--- src/rtl/fetch_stage.sv ---
// fetch_stage -- instruction fetch front end.
//
// Issues single-word reads to instruction memory (one outstanding at a time),
// buffers returned words tagged with their PC, and presents the buffer head
// to decode. Branch redirects and synchronous restarts flush the buffer and
// poison any in-flight read so its late response is dropped.
//
// Build option: define FETCH_PREFETCH_EN for a 2-entry buffer that keeps a
// read in flight while decode drains, sustaining one instruction per cycle
// with a 1-cycle memory. Without it the buffer holds a single entry.
//
// Ports:
//   clk, rst_n           clock, asynchronous active-low reset
//   clk_en               decode consumes the head instruction when high
//   sync_rst             synchronous restart at address 0 (beats branch_taken)
//   branch_taken/_target redirect request and address
//   imem_req/imem_addr   one-cycle read request and its address
//   imem_ack/imem_data   read response strobe and data
//   inst_bus/pc_out      head instruction and its PC
//   invalidate           high when inst_bus carries a bubble
module fetch_stage #(
  parameter int PC_W   = 10,
  parameter int INST_W = 16
) (
  input  logic              clk,
  input  logic              rst_n,
  input  logic              clk_en,
  input  logic              sync_rst,
  input  logic              branch_taken,
  input  logic [PC_W-1:0]   branch_target,
  output logic              imem_req,
  output logic [PC_W-1:0]   imem_addr,
  input  logic              imem_ack,
  input  logic [INST_W-1:0] imem_data,
  output logic [INST_W-1:0] inst_bus,
  output logic              invalidate,
  output logic [PC_W-1:0]   pc_out
);

`ifdef FETCH_PREFETCH_EN
  localparam int D = 2;
`else
  localparam int D = 1;
`endif
  localparam int PTR_W = (D > 1) ? $clog2(D) : 1;
  localparam int CNT_W = $clog2(D + 1);

  typedef struct packed {
    logic [INST_W-1:0] inst;
    logic [PC_W-1:0]   pc;
  } entry_t;

  entry_t           buf_q [D];
  logic [PTR_W-1:0] head_q, tail_q;
  logic [CNT_W-1:0] occ_q;
  logic [PC_W-1:0]  fetch_pc_q;
  logic [PC_W-1:0]  req_pc_q;   // PC of the in-flight read
  logic             outst_q;
  logic             stale_q;

  logic             redirect;
  logic             empty;
  logic             ack_now;
  logic             push;
  logic             pop;
  logic [CNT_W-1:0] occ_eff;

  function automatic logic [PTR_W-1:0] ptr_inc(input logic [PTR_W-1:0] p);
    return (p == PTR_W'(D - 1)) ? '0 : p + PTR_W'(1);
  endfunction

  always_comb begin
    redirect = branch_taken | sync_rst;
    empty    = (occ_q == '0);
    ack_now  = imem_ack & outst_q;            // strobes with nothing in flight are noise
    push     = ack_now & ~stale_q & ~redirect;
    pop      = clk_en & ~empty & ~redirect;
    // Occupancy as it will be after this edge. Counting the landing ack and
    // the departing head lets the next read go out in the ack cycle, which is
    // what keeps a 1-cycle memory streaming at full rate.
    occ_eff  = occ_q + CNT_W'(push) - CNT_W'(pop);
    // rst_n gate keeps the request low while reset is held.
    imem_req = rst_n & ~redirect & ~(outst_q & ~ack_now) & (occ_eff < CNT_W'(D));
    imem_addr = fetch_pc_q;
  end

  always_comb begin
    invalidate = empty | redirect;
    inst_bus   = invalidate ? '0 : buf_q[head_q].inst;
    pc_out     = empty ? '0 : buf_q[head_q].pc;
  end

  always_ff @(posedge clk or negedge rst_n) begin
    if (!rst_n) begin
      fetch_pc_q <= '0;
      req_pc_q   <= '0;
      head_q     <= '0;
      tail_q     <= '0;
      occ_q      <= '0;
      outst_q    <= 1'b0;
      stale_q    <= 1'b0;
    end else if (redirect) begin
      fetch_pc_q <= sync_rst ? '0 : branch_target;
      head_q     <= '0;
      tail_q     <= '0;
      occ_q      <= '0;
      // An ack landing in this cycle retires the read (its data is dropped);
      // otherwise the read stays in flight but its response is poisoned.
      outst_q    <= outst_q & ~imem_ack;
      stale_q    <= outst_q & ~imem_ack;
    end else begin
      if (push) tail_q <= ptr_inc(tail_q);
      if (pop)  head_q <= ptr_inc(head_q);
      occ_q <= occ_eff;
      if (imem_req) begin
        fetch_pc_q <= fetch_pc_q + PC_W'(1);
        req_pc_q   <= fetch_pc_q;
        outst_q    <= 1'b1;
        stale_q    <= 1'b0;
      end else if (ack_now) begin
        outst_q    <= 1'b0;
        stale_q    <= 1'b0;
      end
    end
  end

  // Storage needs no reset: entries are only read while occupancy says valid.
  always_ff @(posedge clk) begin
    if (push) buf_q[tail_q] <= '{inst: imem_data, pc: req_pc_q};
  end

endmodule
--- config.mk ---
export PLATFORM = sky130hd
export DESIGN_NAME = fetch_stage
export DESIGN_NICKNAME = d
export VERILOG_FILES = /design/src/rtl/fetch_stage.sv
export SDC_FILE = /design/constraint.sdc
export NUM_CORES = 1
export LEC_CHECK = 0
export CORE_MARGIN = 2
export CORE_UTILIZATION = 49
export DETAILED_ROUTE_END_ITERATION = 16
export MAX_ROUTING_LAYER = met4
export PLACE_DENSITY = 0.84
export SETUP_SLACK_MARGIN = 0.15
export SKIP_CTS_REPAIR_TIMING = 1
export SYNTH_ARGS = -nofsm -noshare
export SYNTH_HDL_FRONTEND = slang
export SYNTH_SLANG_ARGS = --single-unit
export TNS_END_PERCENT = 100
--- constraint.sdc ---
create_clock -name clk -period 8.95 [get_ports clk]
set_input_delay 1.79 -clock clk [delete_from_list [all_inputs] [get_ports clk]]
set_output_delay 1.79 -clock clk [all_outputs]
set_load 0.02 [all_outputs]
# Yosys cells after proc, flatten, opt, wreduce, memory -nomap -nowiden

Memory sizes are Yosys's and may differ from the RTL's.
Cells that the tools add are included.

Shift-type cells: 0
Multiply operators: 0
$lt $le $gt $ge: 1
Bitwise gates (word level): 18
Div/mod/pow operators: 0
Eq/ne operators: 0
$add $sub $neg: 3
Reductions and logical operators: 3
Multiplexer cells: 13

Operators by type and width:

| operator                | count |
|---|---|
| $mux W10                | 4 |
| $mux W16                | 1 |
| $add A10 B1 Y10 const B | 1 |
| $and A1 B1 Y1           | 10 |
| $mux W1                 | 8 |
| $not A1 Y1              | 6 |
| $reduce_bool A3 Y1      | 1 |
| $or A1 B1 Y1            | 2 |
| $reduce_and A2 Y1       | 1 |
| $reduce_bool A2 Y1      | 1 |
| $add A1 B1 Y1           | 1 |
| $lt A1 B1 Y1 const B    | 1 |
| $sub A1 B1 Y1           | 1 |

Memory bits (writable): 26
Latch bits: 0
Register bits after elaboration: 23
Memory bits (read-only): 0
Memories: 1

Memories:

| name  | words | width | read ports | clocked after Yosys merged registers in | wr ports | RTL line | text |
|---|---|---|---|---|---|---|---|
| buf_q | 1     | 26    | 1          | 0                                       | 1        | 53       | `entry_t buf_q [D];` |

# Depth between registers and ports, before layout

Depth after elaboration: 9
Mapped depth: 5
Depth with buffers taken out: 4

# Worst setup path after synthesis

OpenSTA, ideal clock, no wires.

Kind: input -> output
Start point: input clk_en
End point: output imem_req
Path slack: 4365 ps
Data arrival time: 2795 ps
Stages on the path: 5
Buffers on the path: 1
Cells stage by stage: nand2b_2 mux2i_1 nand3_1 buf_2 inv_1

Word-level cells in the longest chain between the ends: 5

Ends and longest elaborated chain:

| item                       | RTL line | text |
|---|---|---|
| start, declared            | 27       | `input logic clk_en,` |
| $and A1 B1 Y1 (2 in a row) | 77       | `pop = clk_en & ~empty & ~redirect;` |
| $sub A1 B1 Y1              | 81       | `occ_eff = occ_q + CNT_W'(push) - CNT_W'(pop);` |
| $lt A1 B1 Y1               | 83       | `imem_req = rst_n & ~redirect & ~(outst_q & ~ack_now) & (occ_eff < CNT_W'(D));` |
| $and A1 B1 Y1              | 83       |  |
| end, declared              | 31       | `output logic imem_req,` |

No other way between the ends.

# Worst setup path after layout

Start point: input sync_rst
End point: output imem_req

Word-level cells in the longest chain between the ends: 7
Elaborated cells on any way between the ends: 10
Classes of those cells: 2 x add/sub; 1 x order compare; 7 x bitwise

Ends and longest elaborated chain:

| item                            | RTL line | text |
|---|---|---|
| start, declared                 | 28       | `input logic sync_rst,` |
| $or A1 B1 Y1 (*)                | 73       | `redirect = branch_taken \| sync_rst;` |
| $not A1 Y1 (no source line) (*) | --       |  |
| $and A1 B1 Y1                   | 76       | `push = ack_now & ~stale_q & ~redirect;` |
| $add A1 B1 Y1                   | 81       |  |
| $sub A1 B1 Y1                   | 81       |  |
| $lt A1 B1 Y1                    | 83       |  |
| $and A1 B1 Y1 (*)               | 83       |  |

Every way passes the cells marked *; elsewhere a longest branch is shown, timed or not.

==> results.py <==
metrics = {
    "global_route": {
        "grt_pass1_wl_um": 7690,
        "grt_util_met2_pct": 33.1,
        "grt_max_degree": 33,
        "grt_overflow_total": 0,
        "grt_pass1_vias": 1589,
        "grt_util_met3_pct": 3.42,
        "globalRouteTotalUtil_pct": 20.4,
        "grt_antenna_before_repair": 0,
        "top_usage_layer": "met2",
        "gr-usage-met1_pct": 26.6,
    },
    "clocking": {
        "cts_tree": "yes",
        "clk_latency_ns": 0.29,
        "cts_sinks": 49,
        "cts-root-buf": "clkbuf_8",
        "htreeDepth": 2,
        "clockBufferDepth": 2,
        "cts-buffers-inserted": 5,
        "path_clk_slew_ns": 0.08,
    },
    "worst_setup_path": {
        "crit_required_ns": 7.16,
        "cp.arrival_ns": 4.70,
        "crit_chain": "clkdlybuf4s50_1 -> nor2_1 -> nand3_1 -> inv_1 -> clkdlybuf4s50_1",
        "end_kind": "output pin",
        "rrSetupSlack_ns": 6.51,
        "critical-path-top-delay-family": "simple AND/OR/NAND/NOR gates",
        "crit_type": "in2out",
        "slowest_delay_ns": 0.86,
        "worst_path_most_repeated_cell": "clkdlybuf4s50_1",
        "worst_setup_path_start_kind": "primary input",
        "path_buf_inv": 3,
        "cp_slowest_cell": "nor2_1",
        "cp_max_fo": 20,
    },
    "cells_and_area": {
        "antennaDiodeCount": 0,
        "fillers": 322,
        "final_common_cell": "clkdlybuf4s50_1",
        "final-seq-area_mm2": 0.00136,
        "drive_gt1_share_pct": 10.6,
        "nNetsFinal": 277,
        "syn_to_final_growth_pct": 38.8,
        "multi_input_area_um2": 753,
        "utilization_pct": 69.7,
        "final_cell_mix": "69 x clkdlybuf4s50_1, 26 x edfxtp_1, 23 x dfrtp_1, 12 x and3_1, 11 x and2_1",
    },
    "drt": {
        "drc": 0,
        "viasPerCell": 5.57,
        "via_count": 1655,
        "wirelength_um": 4630,
        "wire_per_inst_um": 15.6,
        "initialDrtViolationCount": 77,
        "dr.pass1.iters": 4,
        "antenna_left": 0,
    },
    "floorplanning": {
        "row_count": 24,
        "ios": 70,
        "die_area_mm2": 0.00498,
        "die_w_um": 70.6,
        "die_h_um": 70.6,
        "initial_core_util_pct": 50.2,
        "core-area_mm2": 0.00432,
    },
    "yosys": {
        "synth-xor-area-share_pct": 0.403,
        "synth_top_family_by_area": "simple AND/OR/NAND/NOR gates",
        "ys.flop_type": "edfxtp_1",
        "netlist_area_mm2": 0.00217,
        "async_flop_share_pct": 46.9,
        "yosys.area_share.adder_pct": 0.576,
        "ys_warn_count": 0,
        "synth_compound_area_share_pct": 8.18,
        "synthSimpleGateAreaFrac_pct": 19.0,
        "synthMuxAreaShare_pct": 6.34,
        "synthCells": 176,
        "yosysUniqueCellTypes": 38,
        "synth_edf_count": 26,
        "seq_area_frac_synth_pct": 62.5,
        "syn_nets": 209,
        "ys_ff_latch": 49,
        "syn_area_per_cell_um2": 12.3,
    },
    "power_and_ir_drop": {
        "power.leakage_nw": 1.19,
        "peakVddDrop_v": 0.0000847,
        "power_frac_seq_pct": 56.0,
        "p_per_area_mw_per_mm2": 157,
        "p_clk_share_pct": 31.4,
        "pwr-share-comb_pct": 12.5,
        "intPower_mw": 0.369,
        "switching_power_mw": 0.105,
        "swShare_pct": 22.2,
    },
    "status": {
        "outcome": "finished, final reports clean",
    },
    "worst_hold_path": {
        "hp-class": "reg2reg",
    },
    "sta": {
        "fin_ws_ns": 2.46,
        "finalCritPeriodShare_pct": 72.5,
        "fin_skew_ns": 0.00458,
        "hold_viol": 0,
        "fin_setup_tns_ns": 0,
        "post-route-min-period_ns": 6.49,
        "tightestPinTransition_ns": 0.991,
        "rsz0062_at_grt": "no",
        "setup_violations": 0,
        "fmax_mhz": 154,
        "relSlewSlack_pct": 33.7,
        "drv_slew": 0,
    },
    "place": {
        "place_ws_ns": 2.48,
        "io_buffers": 69,
        "place.gp.congestion": 0.859,
        "place_hpwl_um": 3300,
    },
    "run": {
        "drv_cap": 0,
    },
}
-- cell type report --
class,instances,share of cell area [%]
Timing Repair Buffer,71,23.4
Inverter,7,0.872
Sequential cell,49,45.0
Multi-Input combinational cell,110,25.0
Clock buffer,6,2.41
Clock inverter,2,1.12
Tap cell,52,2.16
-- cells in the mapped netlist, types with 2 or more instances --
library cell / count / area share [%]
inv_1: 7 / 1.2
buf_2: 2 / 0.46
dfrtp_1: 23 / 27
o21ai_0: 8 / 1.8
nor3_1: 5 / 1.2
o31ai_1: 2 / 0.69
nand4_1: 4 / 1.2
mux2_2: 10 / 5.2
or3_1: 3 / 0.86
a31oi_1: 2 / 0.58
a311oi_1: 7 / 2.8
nor2_1: 9 / 1.6
nand2_1: 7 / 1.2
and2_1: 11 / 3.2
nor2b_1: 2 / 0.58
and3_1: 12 / 3.5
or4_1: 3 / 1.0
nand3_1: 4 / 0.92
and3_2: 4 / 1.4
edfxtp_1: 26 / 36
clkbuf_1: 8 / 1.4
-- worst register-to-register path: stages (launching register included) --
cell and delay (ns):
dfrtp_1 0.73, nand2b_2 0.19, mux2i_1 0.45, nand3_1 0.49, mux2_2 0.46
-- kinds of logic (layout without fill, tap and decap cells) --
logic type / after synthesis / in the layout
AO/OA/AOI/OAI: 25 / 25
multiplexers: 12 / 12
AND/OR/NAND/NOR: 71 / 71
flip-flops: 49 / 49
XOR/XNOR: 1 / 1
adder cells (fa/ha/maj): 1 / 1
buffers and inverters: 17 / 86
-- metal layers --
layer | routed length (um) | part of all wire (%)
met1 | 1970 | 42
met4 | 68 | 1.5
met5 | 0 | 0
met2 | 2390 | 52
met3 | 208 | 4.5
-- stage by stage --
stage / std cells / cell area [um^2] / hold WS, ns / power, mW
after floorplan: 176 / 2170 / 0.419 / 0.297
after global placement: 289 / 2910 / 0.427 / 0.327
after detailed placement: 289 / 2910 / 0.429 / 0.330
after CTS: 297 / 3010 / 0.443 / 0.478
after global routing: 297 / 3010 / 0.460 / 0.494
final: 297 / 3010 / 0.442 / 0.474
-- worst paths after layout --
path | start | endpoint | depth (start not counted)
max | sync_rst | imem_req | 5
min | req_pc_q[9]$_DFFE_PN0P_ | buf_q[0][9]$_DFFE_PN_ | 0
max reg2reg | occ_q$_DFF_PN0_ | req_pc_q[1]$_DFFE_PN0P_ | 4
min reg2reg | req_pc_q[9]$_DFFE_PN0P_ | buf_q[0][9]$_DFFE_PN_ | 0
max in group asynchronous | rst_n | imem_addr[7]$_DFFE_PN0P_ | 2
min in group asynchronous | rst_n | imem_addr[4]$_DFFE_PN0P_ | 2
-- registers in the layout, indices dropped and copies added (netlist names) --
| register | cells |
|---|---|
| stale_q | 1 |
| outst_q | 1 |
| req_pc_q | 10 |
| occ_q | 1 |
| imem_addr | 10 |
| buf_q | 26 |
-- power by group through the flow --
stage          registers [mW]  logic, mW  clock network [mW]
2_1_floorplan           0.270     0.0271                   0
3_3_place_gp            0.269     0.0575                   0
3_5_place_dp            0.271     0.0592                   0
4_1_cts                 0.266     0.0597               0.152
5_1_grt                 0.268     0.0653               0.161
6_report                0.266     0.0594               0.149
Note: power is estimated with default switching activity, not from simulation.
